[src/rtl/exec_pkg.sv]
// ============================================================================
// Module   : exec_pkg
// Purpose  : Shared types and constants for the EX stage. The types cover the
//            ALU ops, funct codes, forwarding selects and branch kinds.
// Revision : 1.0  initial release
// ============================================================================
`default_nettype none

package exec_pkg;

  typedef enum logic [3:0] {
    ALU_ADD  = 4'd0,
    ALU_SUB  = 4'd1,
    ALU_AND  = 4'd2,
    ALU_OR   = 4'd3,
    ALU_XOR  = 4'd4,
    ALU_NOR  = 4'd5,
    ALU_SLT  = 4'd6,
    ALU_SLTU = 4'd7,
    ALU_LUI  = 4'd8,
    ALU_FUNC = 4'd15
  } alu_op_e;

  localparam logic [5:0] FN_SLL  = 6'h00;
  localparam logic [5:0] FN_SRL  = 6'h02;
  localparam logic [5:0] FN_SRA  = 6'h03;
  localparam logic [5:0] FN_ADD  = 6'h20;
  localparam logic [5:0] FN_ADDU = 6'h21;
  localparam logic [5:0] FN_SUB  = 6'h22;
  localparam logic [5:0] FN_SUBU = 6'h23;
  localparam logic [5:0] FN_AND  = 6'h24;
  localparam logic [5:0] FN_OR   = 6'h25;
  localparam logic [5:0] FN_XOR  = 6'h26;
  localparam logic [5:0] FN_NOR  = 6'h27;
  localparam logic [5:0] FN_SLT  = 6'h2A;
  localparam logic [5:0] FN_SLTU = 6'h2B;

  typedef enum logic [1:0] {
    FWD_NONE = 2'b00,
    FWD_WB   = 2'b01,
    FWD_MEM  = 2'b10
  } fwd_sel_e;

  typedef enum logic [1:0] {
    BR_NONE = 2'b00,
    BR_BEQ  = 2'b01,
    BR_BNE  = 2'b10,
    BR_RSVD = 2'b11
  } branch_e;

  // The EX/MEM result is younger than the WB value, so it takes priority.
  // Register 0 is hard-wired to zero and is never a forwarding target.
  function automatic fwd_sel_e fwd_pick(input logic       mem_we,
                                        input logic [4:0] mem_dest,
                                        input logic       wb_we,
                                        input logic [4:0] wb_dest,
                                        input logic [4:0] addr);
    if (mem_we && (mem_dest != 5'd0) && (mem_dest == addr)) return FWD_MEM;
    if (wb_we && (wb_dest != 5'd0) && (wb_dest == addr))    return FWD_WB;
    return FWD_NONE;
  endfunction

endpackage

`default_nettype wire

[src/rtl/exec_stage_fwd_unit.sv]
// ============================================================================
// Module   : fwd_unit
// Purpose  : Combinational operand-forwarding selects for the rs and rt
//            operands of the EX stage.
// Revision : 1.0  initial release
// ============================================================================
`default_nettype none

module fwd_unit
  import exec_pkg::*;
(
  input  logic [4:0] rs_addr_i,
  input  logic [4:0] rt_addr_i,
  input  logic       exmem_reg_write_i,
  input  logic [4:0] exmem_dest_i,
  input  logic       wb_reg_write_i,
  input  logic [4:0] wb_addr_i,
  output logic [1:0] fwd_a_o,
  output logic [1:0] fwd_b_o
);

  assign fwd_a_o = fwd_pick(exmem_reg_write_i, exmem_dest_i,
                            wb_reg_write_i, wb_addr_i, rs_addr_i);
  assign fwd_b_o = fwd_pick(exmem_reg_write_i, exmem_dest_i,
                            wb_reg_write_i, wb_addr_i, rt_addr_i);

endmodule

`default_nettype wire

[src/rtl/exec_stage.sv]
// ============================================================================
// Module   : exec_stage
// Purpose  : MIPS EX stage. It contains operand forwarding, the ALU, branch
//            resolution and the EX/MEM pipeline register.
//            Build macro EXEC_FWD_EN enables forwarding. When the macro is
//            undefined, operands come straight from ID/EX.
// Revision : 1.0  initial release
// ============================================================================
`default_nettype none

module exec_stage
  import exec_pkg::*;
(
  input  logic        clk,
  input  logic        reset,
  input  logic [31:0] pc4,
  input  logic        mem_to_reg,
  input  logic        reg_write,
  input  logic        mem_write,
  input  logic        mem_read,
  input  logic [3:0]  alu_op,
  input  logic        alu_src,
  input  logic        reg_dst,
  input  logic [1:0]  branch,
  input  logic [31:0] imm_ext,
  input  logic [4:0]  rs_addr,
  input  logic [4:0]  rt_addr,
  input  logic [4:0]  rd_addr,
  input  logic [31:0] rs_data,
  input  logic [31:0] rt_data,
  input  logic [5:0]  func,
  input  logic        wb_reg_write,
  input  logic [4:0]  wb_addr,
  input  logic [31:0] wb_data,
  output logic [4:0]  dest_ex,
  output logic        branch_taken,
  output logic [31:0] pc_branch,
  output logic        mem_to_reg_q,
  output logic        reg_write_q,
  output logic        mem_write_q,
  output logic        mem_read_q,
  output logic [31:0] alu_result_q,
  output logic [31:0] store_data_q,
  output logic [4:0]  dest_q
);

  logic [1:0]  w_fwd_a;
  logic [1:0]  w_fwd_b;
  logic [31:0] w_op_a;
  logic [31:0] w_rt_fwd;
  logic [31:0] w_op_b;
  logic [4:0]  w_shamt;
  logic [31:0] alu_result_d;

`ifdef EXEC_FWD_EN
  fwd_unit u_fwd (
    .rs_addr_i         (rs_addr),
    .rt_addr_i         (rt_addr),
    .exmem_reg_write_i (reg_write_q),
    .exmem_dest_i      (dest_q),
    .wb_reg_write_i    (wb_reg_write),
    .wb_addr_i         (wb_addr),
    .fwd_a_o           (w_fwd_a),
    .fwd_b_o           (w_fwd_b)
  );
`else
  // Without forwarding, software inserts NOPs, so the hazard sources are
  // deliberately ignored.
  logic w_unused_fwd;
  assign w_unused_fwd = ^{rs_addr, wb_reg_write, wb_addr};
  assign w_fwd_a      = FWD_NONE;
  assign w_fwd_b      = FWD_NONE;
`endif

  always_comb begin
    w_op_a = rs_data;
    case (w_fwd_a)
      FWD_MEM: w_op_a = alu_result_q;
      FWD_WB:  w_op_a = wb_data;
      default: w_op_a = rs_data;
    endcase
  end

  always_comb begin
    w_rt_fwd = rt_data;
    case (w_fwd_b)
      FWD_MEM: w_rt_fwd = alu_result_q;
      FWD_WB:  w_rt_fwd = wb_data;
      default: w_rt_fwd = rt_data;
    endcase
  end

  assign w_op_b  = alu_src ? imm_ext : w_rt_fwd;
  assign w_shamt = imm_ext[10:6];

  always_comb begin
    alu_result_d = 32'd0;
    case (alu_op)
      ALU_ADD:  alu_result_d = w_op_a + w_op_b;
      ALU_SUB:  alu_result_d = w_op_a - w_op_b;
      ALU_AND:  alu_result_d = w_op_a & w_op_b;
      ALU_OR:   alu_result_d = w_op_a | w_op_b;
      ALU_XOR:  alu_result_d = w_op_a ^ w_op_b;
      ALU_NOR:  alu_result_d = ~(w_op_a | w_op_b);
      ALU_SLT:  alu_result_d = {31'd0, ($signed(w_op_a) < $signed(w_op_b))};
      ALU_SLTU: alu_result_d = {31'd0, (w_op_a < w_op_b)};
      ALU_LUI:  alu_result_d = {w_op_b[15:0], 16'h0000};
      ALU_FUNC: begin
        // R-type shifts always act on rt, independent of alu_src.
        case (func)
          FN_ADD, FN_ADDU: alu_result_d = w_op_a + w_op_b;
          FN_SUB, FN_SUBU: alu_result_d = w_op_a - w_op_b;
          FN_AND:  alu_result_d = w_op_a & w_op_b;
          FN_OR:   alu_result_d = w_op_a | w_op_b;
          FN_XOR:  alu_result_d = w_op_a ^ w_op_b;
          FN_NOR:  alu_result_d = ~(w_op_a | w_op_b);
          FN_SLT:  alu_result_d = {31'd0, ($signed(w_op_a) < $signed(w_op_b))};
          FN_SLTU: alu_result_d = {31'd0, (w_op_a < w_op_b)};
          FN_SLL:  alu_result_d = w_rt_fwd << w_shamt;
          FN_SRL:  alu_result_d = w_rt_fwd >> w_shamt;
          FN_SRA:  alu_result_d = $signed(w_rt_fwd) >>> w_shamt;
          default: alu_result_d = 32'd0;
        endcase
      end
      default:  alu_result_d = 32'd0;
    endcase
  end

  // Branch compare uses forwarded rt, not the possibly-immediate B operand.
  always_comb begin
    branch_taken = 1'b0;
    case (branch)
      BR_BEQ:  branch_taken = (w_op_a == w_rt_fwd);
      BR_BNE:  branch_taken = (w_op_a != w_rt_fwd);
      default: branch_taken = 1'b0;
    endcase
  end

  assign pc_branch = pc4 + {imm_ext[29:0], 2'b00};
  assign dest_ex   = reg_dst ? rd_addr : rt_addr;

  always_ff @(posedge clk) begin
    if (!reset) begin
      mem_to_reg_q <= 1'b0;
      reg_write_q  <= 1'b0;
      mem_write_q  <= 1'b0;
      mem_read_q   <= 1'b0;
      alu_result_q <= 32'd0;
      store_data_q <= 32'd0;
      dest_q       <= 5'd0;
    end else begin
      mem_to_reg_q <= mem_to_reg;
      reg_write_q  <= reg_write;
      mem_write_q  <= mem_write;
      mem_read_q   <= mem_read;
      alu_result_q <= alu_result_d;
      store_data_q <= w_rt_fwd;
      dest_q       <= dest_ex;
    end
  end

endmodule

`default_nettype wire

[config.mk]
export PLATFORM = sky130hd
export DESIGN_NAME = exec_stage
export DESIGN_NICKNAME = d
export VERILOG_FILES = /design/src/rtl/exec_pkg.sv /design/src/rtl/exec_stage_fwd_unit.sv /design/src/rtl/exec_stage.sv
export SDC_FILE = /design/constraint.sdc
export NUM_CORES = 1
export LEC_CHECK = 0
export CORE_MARGIN = 1.5
export CORE_UTILIZATION = 30
export CTS_CLUSTER_SIZE = 25
export DETAILED_ROUTE_END_ITERATION = 8
export MAX_ROUTING_LAYER = met4
export SETUP_SLACK_MARGIN = 0.1
export SLEW_MARGIN = 20
export SYNTH_ARGS = -nofsm -noshare
export SYNTH_HDL_FRONTEND = slang
export SYNTH_SLANG_ARGS = --single-unit
[constraint.sdc]
create_clock -name clk -period 10.4 [get_ports clk]
set_input_delay 1.56 -clock clk [delete_from_list [all_inputs] [get_ports clk]]
set_output_delay 1.56 -clock clk [all_outputs]
set_load 0.02 [all_outputs]
---- After elaboration in Yosys (flattened, before gate mapping) ----
Cells that the tools add are included.
operators by class
  bitwise operators ....................... 4
  mux-type cells .......................... 5
  shift operators ......................... 3
  order comparisons ....................... 2
  reduce and logical (&&, ||, !) cells .... 4
  add/sub/neg operators ................... 3
  eq/ne operators ......................... 25
operators by type and width
  operator                                                                number
  32-bit one-hot mux with 11 select lines                                 1
  32-bit one-hot mux with 10 select lines                                 1
  32-bit adder                                                            2
  32-bit less-than comparator                                             2
  6-bit equality test (second input constant)                             10
  32-bit AND                                                              1
  32-bit equality test                                                    1
  32-bit two-way mux                                                      1
  32-bit != test                                                          1
  32-bit NOT                                                              1
  32-bit bitwise OR                                                       1
  32-bit by 5-bit left shift with 32-bit output                           1
  32-bit by 5-bit right shift with 32-bit output                          1
  32-bit by 5-bit >>> shifter with 32-bit output                          1
  32-bit subtractor                                                       1
  32-bit XOR                                                              1
  4-bit by 3-bit equality test with 1-bit output (second input constant)  4
  6-bit by 2-bit equality test with 1-bit output (second input constant)  2
  4-bit by 2-bit equality test with 1-bit output (second input constant)  2
  4-bit equality test (second input constant)                             2
  6-bit zero test                                                         1
  5-bit two-way mux                                                       1
  4-bit by 1-bit equality test with 1-bit output (second input constant)  1
  4-bit zero test                                                         1
  4 further kinds                                                         5
word-level totals
  word-level logic and storage cells ...... 53
  bits in registers ....................... 73

---- Longest topological paths before layout ----
Gate-level depths: netlist of the first run.
  depth after elaboration ................. 5
  depth in mapped cells ................... 17
  mapped depth without buffers ............ 14

---- Least setup slack after synthesis of the first run ----
OpenSTA, ideal clock, no wires.
  kind .................................... input-to-reg
  start point ............................. input alu_src
  end point ............................... register alu_result_q[29]
  stages on the path ...................... 16
  required time ........................... 10.313 ns
  path slack .............................. 4.750 ns
  path buffers ............................ 5
  setup time .............................. 0.087 ns
  arrival ................................. 5.563 ns
  cell sequence ........................... clkbuf_1 -> buf_2 -> buf_1 -> buf_1 -> mux2i_1 -> ha_1 -> buf_4 -> inv_2 -> a21oi_1 -> o311ai_1 -> nor4_2 -> a21oi_1 -> o41ai_1 -> nor3_1 -> or4b_1 -> o31ai_1
between the ends
  cells in the longest elaborated chain, start to end .. 5
RTL lines
  what                                                                       RTL line           RTL
  start, declared                                                            exec_stage.sv:22   input logic alu_src,
  32-bit two-way mux (*)                                                     exec_stage.sv:93   assign w_op_b = alu_src ? imm_ext : w_rt_fwd;
  parallel branches: the longest is 3 deep, another holds 32-bit subtractor  n/a
  32-bit one-hot mux with 10 select lines (*)                                exec_stage.sv:98   case (alu_op)
  end signal, assigned                                                       exec_stage.sv:156  alu_result_q <= alu_result_d;
  end, declared                                                              exec_stage.sv:42   output logic [31:0] alu_result_q,
Every way passes the cells marked *.
A chain may end at the register's enable or synchronous reset.

---- Final worst setup path of the first run ----
  start point ............................. input imm_ext[18]
  end point ............................... output pc_branch[31]
between the ends
  cells in the longest elaborated chain, start to end .. 1
RTL lines
  what             RTL line           RTL
  start, declared  exec_stage.sv:25   input logic [31:0] imm_ext,
  32-bit adder     exec_stage.sv:139  assign pc_branch = pc4 + {imm_ext[29:0], 2'b00};
  end, declared    exec_stage.sv:37   output logic [31:0] pc_branch,
No other way between the ends.

==> impl_results.md, run 1 <==
* Post-synthesis net count at 2363
* Fraction of layout cells with a size suffix above 1 at 0.0733
* Post-Syn Area at 0.0147 mm^2
* Die W at 225 um
* Antenna-violating nets left at 0
* Crit path kind: in2out
* EDFF count, synth at 0
* Commonest non-fill, non-tap cell in the layout: clkdlybuf4s50_1
* IO Port Bufs at 264
* Setup TNS at 0 ns
* Synth top area share at 0.109
* Crit. End Element: output port
* Crit Path Max Fanout at 7
* Final setup violating endpoints at 0
* CTS buffer count at 9
* Lkg Pwr at 7.17 nW
* CTS HTree Levels at 3
* Worst-path clk slew at 0.06 ns
* Detailed Route Iter0 Violations at 2273
* Routability Congestion at 1.01
* RSZ-0062 raised after global routing: false
* Core Area at slightly below 0.05 mm^2
* Post-DP HPWL at roughly 55 mm
* Pre-antenna DRT Iters at 6
* Most frequent cells in the layout: 257 x clkdlybuf4s50_1, 203 x nor2_1, 170 x a21oi_1
* Critical path startpoint category: primary input
* Yosys warns at 0
* Routed via count at 17000
* CTS tree: done
* # IOs at 312
* Worst Tran Pin Value at 1.15 ns
* Die Y at 225 um
* Synth unique cells at 83
* Fin crit period at 6.86 ns
* FF+latch count, synth at 73
* Critical path data arrival time at 5.30 ns
* Sink Count at 73
* # rows at approximately 80
* Max IR drop VDD at approximately 0.087 mV
* Sequential share of the synthesized area at 0.0991
* Syn Area/Cell at 7.26 um^2
* Met1 WL at 29.6 mm
* Top Layer Used: met4
* Largest net degree at the start of global routing at about 70
* Power Dens Cells at 91.4 mW/mm^2
* Total GRT Usage at 0.288
* Initial Utilization at 0.303
* Fmax at 146 MHz
* WP data required at 8.84 ns
* Slew HR at 0.232
* Clock Root Buffer: clkbuf_16
* Synth Flop Type: dfxtp_1
* WL/cell at 25.3 um
* Die area at 0.0505 mm^2
* DR WL met3 at slightly above 7 mm
* Post-CTS Setup Inserts at 0
* Vias per cell at 5.99
* CTS Buffer Depth at 2
* Antenna violations before repair at 2
* Hold Vio Cnt, Final at 0
* Cells after Synth at 2031
* Post_cts resized at 0
* Part of the cycle the worst path needs at 0.660
* Wirelength, routed at roughly 72 mm
* Status: complete, no violations
* Final hold slack at 1.76 ns
* Via count of the first global-routing pass at 16100
* Nets@finish at about 2500
* DRC Markers at 0
* Core Util, Final at 0.371
* Largest cells by area after synthesis: ha_1 11%, dfxtp_1 9.9%, mux2i_1 8.3%
* First-pass GRT wire length at approximately 110 mm
* Congestion Overflow GR at 0
* Max-cap viol count at 0
* Worst hold path type: in2reg
* Area Overhead vs Synth at 22.5%
* Hold-fix buffers, CTS at 0
* Total length of routed met2 wires at 32.0 mm
* Leading area contributor after synthesis: ha_1
* Fin. max-slew vios at 0
* Asr flop ratio synth at 0
==> area by class of cell <==
type	instances	area [um^2]
Antenna cell	2	5.00
Clock buffer	9	225
Clock inverter	6	68.8
Fill cell	5121	30700
Inverter	114	428
Multi-Input combinational cell	1670	12200
Sequential cell	73	1460
Tap cell	664	831
Timing Repair Buffer	298	2870
==> critical path: stages <==
cell	delay [ns]
clkdlybuf4s50_1	0.55
ha_1	0.47
nand4_1	0.18
nor3_1	0.28
and3_1	0.19
a32oi_1	0.16
a2111oi_0	0.78
nor2_1	0.07
o21ai_0	0.27
xnor2_1	0.16
clkdlybuf4s50_1	0.62
==> worst paths after layout <==
check	from	cells past startpoint	end	slack, ns
setup / recovery	imm_ext[18]	11	pc_branch[31]	3.54
hold / removal	mem_to_reg	2	mem_to_reg_q$_SDFF_PN0_	1.76
==> report_power, final <==
group          internal (mW)  total, mW  switching (mW)  leakage, nW
Sequential             0.298      0.302         0.00454        0.604
Combinational          0.404       1.02           0.614         6.42
Clock                  0.185      0.331           0.146        0.142
Total                  0.887       1.65           0.764         7.17
==> metal layers <==
metal	up-vias	global-route usage
li1	7725	-
met1	8110	0.370
met2	1007	0.443
met3	143	0.0515
met4	0	0.119
met5	-	-
==> logic make-up (layout without fill, tap and decap cells) <==
| family | count (synthesis) | after routing | share of synthesized area |
|---|---|---|---|
| flops | 73 | 73 | 0.0991 |
| xor+xnor | 106 | 106 | 0.0630 |
| other cells | 0 | 2 | 0 |
| fa+ha+maj | 131 | 131 | 0.113 |
| simple gates | 569 | 569 | 0.180 |
| mux | 191 | 191 | 0.165 |
| buf+inv | 288 | 427 | 0.0787 |
| compound gates | 673 | 673 | 0.302 |
==> flip-flops by register name, summed over array words and instances, names as in the netlist <==
register / cells
alu_result_q: 32
store_data_q: 32
dest_q: 5
mem_read_q: 1
mem_to_reg_q: 1
mem_write_q: 1
reg_write_q: 1
==> synth_stat cells (all sizes together) (39+ instances only) <==
master / instances
a21oi: 170
and2: 47
buf: 66
clkbuf: 108
dfxtp: 73
ha: 128
inv: 112
mux2i: 123
mux4: 39
nand2: 153
nor2: 203
o21ai: 152
xnor2: 68
==> metrics by stage <==
stage / total power [mW] / setup WS, ns / cell area [um^2] / std cells
5_1_grt: 1.74 / 3.28 / 18100 / 2835
4_1_cts: 1.65 / 3.57 / 18100 / 2834
3_3_place_gp: 1.29 / 3.67 / 17800 / 2819
3_5_place_dp: 1.30 / 3.60 / 17800 / 2819
2_1_floorplan: 0.938 / 4.75 / 14700 / 2031
6_report: 1.65 / 3.54 / 18100 / 2836
Note: power is estimated with default switching activity, not from simulation.
==> run 2: changes to the inputs <==
Clock period 10.4 ns to 7.1 ns, I/O delays scaled along.
==> impl_results.md, run 2 (synthesized netlist as in run 1, its figures left out) <==
* Hold-fix buffers, CTS at 0
* First-pass GRT wire length at 105 mm
* Routability Congestion at 1.03
* # IOs at 312
* Die Y at approximately 220 um
* Sw Pwr at about 1.1 mW
* Area of placed instances at 0.0178 mm^2
* Antenna violations before repair at 7
* Post_cts resized at 0
* Critical path data arrival time at 4.75 ns
* Total GRT Usage at 0.285
* Layout fillers at 5073
* Power Dens Cells at between 100 and 150 mW/mm^2
* CTS buffer count at 9
* Nets@finish at 2507
* Clock Root Buffer: clkbuf_16
* Max IR drop VDD at ~0.13 mV
* Fmax at about 170 MHz
* Crit. End Element: output port
* Top Registers: alu_result_q (32), store_data_q (32), dest_q (5)
* Cell area after layout at 0.0181 mm^2
* Internal power component at 1.30 mW
* Most frequent cells in the layout: 257 x clkdlybuf4s50_1, 203 x nor2_1, 170 x a21oi_1
* Worst Tran Pin Value at ~1 ns
* Crit Path Max Fanout at 7
* Initial Utilization at 0.303
* Sw Ratio at 0.462
* CTS tree: done
* WHS Endpoint: mem_to_reg_q$_SDFF_PN0_
* Worst hold stages at 2
* Slew HR at 0.312
* Hold Crit Start: mem_to_reg
* Area Overhead vs Synth at 23.0%
* Hold Vio Cnt, Final at 0
* Wirelength, routed at 71.2 mm
* Vias per cell at 5.96
* RSZ-0062 raised after global routing: false
* Part of the cycle the worst path needs at 0.819
* Pre-antenna DRT Iters at 6
* Core Util, Final at 0.372
* Fin crit period at 5.82 ns
* Total power at about 2.4 mW
* WP data required at 6.03 ns
* Via count of the first global-routing pass at between 15000 and 20000
* Die W at 225 um
* Fin. max-slew vios at 0
* Sink Count at 73
* Lkg Pwr at 7.21 nW
* Fraction of layout cells with a size suffix above 1 at 0.0771
* Logic pwr share at 0.616
* Congestion Overflow GR at 0
* # rows at 81
* Antenna-violating nets left at 0
* CTS Buffer Depth at 2
* Max-cap viol count at 0
* Worst-path clk slew at 0.06 ns
* Status: complete, no violations
* Die area at 0.0505 mm^2
* Clock group share of total power at 0.201
* Detailed Route Iter0 Violations at about 2000
* Final setup violating endpoints at 0
* Largest net degree at the start of global routing at 72
* CTS HTree Levels at 3
* Routed via count at approximately 17000
* Post-DP HPWL at 55.4 mm
* WL/cell at ~25 um
* IO Port Bufs at 264
* Critical path startpoint category: primary input
* Commonest non-fill, non-tap cell in the layout: clkdlybuf4s50_1
* Setup TNS at 0 ns
* Crit path kind: in2out
* Post-CTS Setup Inserts at 0
* Worst hold path type: in2reg
* DRC Markers at 0
* Seq pwr share at 0.183
* Core Area at 0.0487 mm^2
[run 2: cell count changes in the layout (fill, tap and decap cells not counted)]
cell	before	now
buf_4	36	45
diode_2	2	6
[run 2: worst max path at each step]
stage                                              to  depth (start not counted)         from
after floorplan           alu_result_q[29]$_SDFF_PN0_                         16      alu_src
after global placement                  pc_branch[31]                         11  imm_ext[18]
after detailed placement                pc_branch[24]                         14   imm_ext[0]
after CTS                               pc_branch[24]                         14   imm_ext[0]
after global routing                    pc_branch[31]                         11  imm_ext[18]
final                                   pc_branch[31]                         11  imm_ext[17]
[run 2: layout make-up]
type	instances	area, um^2	share of cell area
diodes	6	15.0	0.000828
clock buffers	9	225	0.0124
clock inverters	6	68.8	0.00379
inverters	114	428	0.0236
multi-input cells	1670	12200	0.671
flip-flops and latches	73	1460	0.0806
well taps	664	831	0.0458
repair buffers	307	2940	0.162
[run 2: worst max-delay path, cell delays in order]
cell	delay, ns
clkdlybuf4s50_1	0.54
ha_1	0.48
nand4_1	0.18
nor3_1	0.29
and3_1	0.20
a32oi_1	0.16
a2111oi_0	0.73
nor2_1	0.08
o21ai_0	0.25
xnor2_1	0.15
clkdlybuf4s50_1	0.63
[run 2: power groups by stage]
stage	clock network, mW	registers [mW]	logic, mW
after floorplan	0	0.486	0.889
after global placement	0	0.452	1.45
after detailed placement	0	0.452	1.46
after CTS	0.510	0.443	1.47
after global routing	0.523	0.445	1.60
final	0.486	0.443	1.49
[run 2: metrics by stage]
stage / hold WS, ns / setup WS [ns] / cells
5_1_grt: 1.25 / 0.989 / 2849
6_report: 1.25 / 1.28 / 2849
2_1_floorplan: 1.19 / 1.95 / 2031
3_5_place_dp: 1.65 / 1.27 / 2828
3_3_place_gp: 1.65 / 1.37 / 2828
4_1_cts: 1.24 / 1.25 / 2843
[run 2: metal layers]
| metal | track usage | routed length [um] |
|---|---|---|
| met1 | 0.366 | 29600 |
| met2 | 0.438 | 32000 |
| met3 | 0.0496 | 6550 |
| met4 | 0.123 | 3070 |
| met5 | - | 0 |
==> run 3: changes to the inputs <==
Clock period 7.1 ns to 5.8 ns, I/O delays scaled along.
==> impl_results.md, run 3 (synthesized netlist as in run 1, its figures left out) <==
* Status: complete, no violations
* Hold-fix buffers, CTS at 0
* CTS buffer count at 9
* Via count of the first global-routing pass at around 16000
* GR peak layer: met2
* RSZ-0062 raised after global routing: false
* Antenna violations before repair at 2
* Fin crit period at approximately 5.4 ns
* Met1 Use GR at 0.370
* Setup Slack @ Placement at 0.435 ns
* Crit path depth at 14
* Layout fillers at just over 5000
* Met3 usage at 0.0507
* Fraction of layout cells with a size suffix above 1 at 0.0940
* Top Registers: alu_result_q (32), store_data_q (32), dest_q (5)
* Clock Root Buffer: clkbuf_16
* Worst Tran Pin Value at 1.05 ns
* Crit. End Element: output port
* Sink Count at 73
* Detailed Route Iter0 Violations at 1948
* Core Area at roughly 0.05 mm^2
* CP most frequent cell: clkdlybuf4s50_1
* Antenna-violating nets left at 0
* First-pass GRT wire length at 107 mm
* Crit Path Max Fanout at 6
* Wirelength, routed at 73.5 mm
* Crit-path max cell delay at 0.65 ns
* Crit path kind: in2out
* Total power at 3.01 mW
* Crit path launch: imm_ext[0]
* Hold Vio Cnt, Final at 0
* Nets@finish at 2551
* Worst-path clk slew at 0.06 ns
* CP delay by family, top: buffers and inverters
* # diodes at 0
* Largest net degree at the start of global routing at 70
* Die Y at between 200 and 250 um
* CTS HTree Levels at 3
* Initial Utilization at 0.303
* Pre-antenna DRT Iters at 6
* Max-cap viol count at 0
* Routed via count at 17400
* DRC Markers at 0
* Post-DP HPWL at 58.2 mm
* Core Util, Final at 0.378
* Grt met2 use at 0.446
* Setup TNS at 0 ns
* Final setup violating endpoints at 0
* Congestion Overflow GR at 0
* Die area at 0.0505 mm^2
* IO Port Bufs at between 200 and 300
* Critical path data arrival time at 4.54 ns
* Total GRT Usage at 0.294
* Fmax at 185 MHz
* # rows at 81
* Die W at 225 um
* CTS Buffer Depth at 2
* CTS tree: done
* Cell area after layout at roughly 0.018 mm^2
* Commonest non-fill, non-tap cell in the layout: clkdlybuf4s50_1
* Worst hold path type: in2reg
* Part of the cycle the worst path needs at 0.933
* Area Overhead vs Synth at 25.0%
* Critical path's slowest cell: clkdlybuf4s50_1
* Power Dens Cells at 163 mW/mm^2
* Lkg Pwr at 7.42 nW
* WP data required at about 4.9 ns
* Routability Congestion at 1.06
* Fin. max-slew vios at 0
* CP Buf/Inv Count at 3
* Area of placed instances at 0.0181 mm^2
* Critical path cell sequence: clkdlybuf4s50_1 -> ha_1 -> inv_1 -> fa_1 -> nor2b_1 -> o31a_1 -> o21a_1 -> nor2_1 -> o21ai_1 -> a2111oi_0 -> o21bai_1 -> a21oi_1 -> xnor2_1 -> clkdlybuf4s50_1
* Final worst setup slack at 0.389 ns
* Max IR drop VDD at 0.160 mV
* CP Capture Point: pc_branch[24]
* Critical path startpoint category: primary input
* Slew HR at 0.277
* WL/cell at 25.4 um
* Most frequent cells in the layout: 257 x clkdlybuf4s50_1, 203 x nor2_1, 170 x a21oi_1
* # IOs at between 300 and 400
* Post-CTS Setup Inserts at 0
* Vias per cell at 6.01
## run 3: power breakdown
group | total, mW | switching, mW | leakage, nW | internal (mW)
Sequential | 0.543 | 0.00882 | 0.604 | 0.534
Combinational | 1.87 | 1.12 | 6.68 | 0.755
Clock | 0.591 | 0.259 | 0.142 | 0.332
Total | 3.01 | 1.39 | 7.42 | 1.62
## run 3: worst min path at each step
stage / start / to / slack, ns / cells past startpoint
finish: mem_to_reg / mem_to_reg_q$_SDFF_PN0_ / 1.06 / 2
global placement: mem_write / mem_write_q$_SDFF_PN0_ / 1.46 / 2
floorplan: rt_data[4] / store_data_q[4]$_SDFF_PN0_ / 0.99 / 1
detailed placement: mem_write / mem_write_q$_SDFF_PN0_ / 1.46 / 2
global route: mem_write / mem_write_q$_SDFF_PN0_ / 1.08 / 2
CTS: mem_to_reg / mem_to_reg_q$_SDFF_PN0_ / 1.05 / 2
## run 3: cell type report
| type | instances | area, um^2 | share of cell area |
|---|---|---|---|
| inverters | 114 | 428 | 0.0232 |
| clock inverters | 6 | 68.8 | 0.00373 |
| clock buffers | 9 | 225 | 0.0122 |
| multi-input cells | 1670 | 12200 | 0.659 |
| repair buffers | 351 | 3270 | 0.177 |
| flip-flops and latches | 73 | 1460 | 0.0793 |
| well taps | 664 | 831 | 0.0451 |
## run 3: per-stage QoR
step / std cells / hold WS, ns
after floorplan: 2031 / 0.992
after global placement: 2872 / 1.46
after detailed placement: 2872 / 1.46
after CTS: 2887 / 1.05
after global routing: 2887 / 1.08
final: 2887 / 1.06
## run 3: metal layers
metal / vias up / routed length (um)
li1: 7831 / -
met1: 8359 / 30100
met2: 982 / 32500
met3: 182 / 6570
met4: 0 / 4240
met5: - / 0
## run 3: repair_timing
action                                 4_1_cts  5_1_grt
endpoints found under the hold margin        0        0
setup endpoints to repair                    0        2
gates resized for setup                      0        1
==> variant (settings of run 3) <==
The option `EXEC_FWD_EN` is turned on by a define.
--- a/src/rtl/exec_stage.sv
+++ b/src/rtl/exec_stage.sv
@@ -7,6 +7,8 @@
 // Revision : 1.0  initial release
 // ============================================================================
 `default_nettype none
+
+`define EXEC_FWD_EN
 
 module exec_stage
   import exec_pkg::*;
Check against the original RTL: not equivalent (Yosys sat finds a counterexample within 4 cycles, from zero or initial values and one cycle with reset low).
==> variant against run 3 <==
Routed wire length up 82%; critical path depth rose by 11; setup slack worse by 0.27 ns; critical endpoint is now alu_result_q[20]; total power grew 47%; hold slack got worse by 0.11 ns; area after synthesis up 21%; sequential cell count stayed put; highest routed layer unchanged; maximum frequency shrank 4.7%; largest power group unchanged; combinational power up 72%; final area up 45%.
==> variant: results (changes against run 3) <==
[run_status]
status=complete, no violations

[logic_synthesis]
synth.area.top_cells=ha_1 (9.3%), dfxtp_1 (8.2%), mux2i_1 (7.7%)
yosysSeqAreaShare=0.08219  ; -0.01691
synthFlopType=dfxtp_1
synth_cell_types=92  ; +11%
ys_warn_count=0  ; unchanged
synth_common_cells=o21ai_0 (203), nor2_1 (195), nand2_1 (190), a21oi_1 (179), clkbuf_1 (147)
syn_nets=2849  ; +21%

[global_route]
grt_pass1_vias=24125  ; +47%
grt_max_degree=56  ; -20%
antenna_found_initial=5  ; +3
grtUsageTotal=0.4429  ; +0.1491
grt_use_met1=0.5695  ; +0.1998
grtUsageMet2=0.6561  ; +0.2098
met3_usage=0.08693  ; +0.03624
grt_pass1_wl_mm=185.7  ; +73%

[placed_design]
io_buffers=307  ; +16%
post-place-ws_ns=-1.382  ; -1.818 ns
hpwlAfterDp_mm=109.3  ; +88%
globalplace.congestion=1.081  ; +2.3%

[finish]
top_regs=alu_result_q x32, store_data_q x32, dest_q x5
post_route_cells_drive_above_1_share=0.2577  ; +0.1637
nets=3571  ; +40%
nFillCells=5999  ; +17%

[setup_path]
crit_family=compound AO/OA/AOI/OAI gates
crit_fanout=5  ; -1
cp.arrival_ns=5.92  ; +1.38 ns
crit_path_top_delay_cell=or4b_4
critical-path-max-stage-delay_ns=0.59  ; -0.06 ns
reg2reg_depth=22

[power]
power.leakage_nw=10.99  ; +48%
irDropWorstVdd_mv=0.1698  ; +6.3%

[min_path]
holdPathStages=3  ; +1

[route]
dr.pass1.iters=6  ; unchanged
via_per_inst=6.312  ; +5.0%
totalWireLength_mm=134.0  ; +82%
drtIter0Drc=3273  ; +68%

[clock_network]
cts_root_buf=clkbuf_16
cts_buffer_depth=2  ; unchanged
numCtsBuffers=9  ; unchanged

[timing]
slew-limit-headroom=0.07811  ; -0.1989
skew_ns=0.03152

[variant: timing repair]
item,CTS,global route
pin swaps,28,40
setup endpoints to repair,25,29
hold buffers,0,0
buffers inserted,10,9
cloned,0,1
gates resized for setup,111,79
[variant: area by class of cell]
class	count	area, sq um	area share
well taps	773	967.2	0.03622
flip-flops and latches	73	1461	0.05473
diodes	5	12.51	0.0004686
multi-input cells	2124	15800	0.5918
repair buffers	904	7691	0.2881
clock buffers	10	229.0	0.008575
inverters	123	471.7	0.01767
clock inverters	6	67.56	0.002530
[variant: power breakdown]
part | internal, mW | switching [mW] | total (mW)
combinational | 1.37 | 1.84 | 3.21
clock | 0.335 | 0.296 | 0.631
sequential | 0.533 | 0.0424 | 0.575
[variant: routing by layer]
metal,up-vias,part of all wire
li1,10919,-
met5,-,0
met2,1756,0.42
met1,12314,0.41
met4,0,0.065
met3,374,0.10
[variant: final timing paths]
kind	from	endpoint	slack (ns)
max	rt_addr[4]	alu_result_q[20]	0.12
min	rt_addr[2]	dest_q[2]	0.96
max reg2reg	dest_q[4]	alu_result_q[20]	0.37
min reg2reg	alu_result_q[12]	store_data_q[12]	0.99
[variant: metrics by stage]
stage | power [mW] | hold slack (ns) | TNS (ns) | std cells | cell area [sq um]
2_1_floorplan | 2.009 | 0.9225 | 0 | 2513 | 17780
3_3_place_gp | 3.562 | 0.9584 | -19.89 | 3977 | 25510
3_5_place_dp | 3.566 | 0.9631 | -19.00 | 3977 | 25510
6_report | 4.421 | 0.9570 | 0 | 4018 | 26700
5_1_grt | 4.571 | 0.9783 | 0 | 4016 | 26700
4_1_cts | 4.285 | 0.9879 | 0 | 4003 | 26320
[variant: cells by family after synthesis]
group | count (synthesis) | share of synthesized area
and+or+nand+nor | 732 | 0.1976
buffers and inverters | 316 | 0.07051
adders and majority gates | 135 | 0.09626
xor gates and xnor gates | 140 | 0.06896
AOI/OAI and AO/OA | 914 | 0.3458
muxes | 203 | 0.1387
DFF | 73 | 0.08219
[variant: tightest hold or removal path, cell delays in order]
cell      delay, ns
clkbuf_2       0.14
mux2_2         0.19
and2_1         0.12
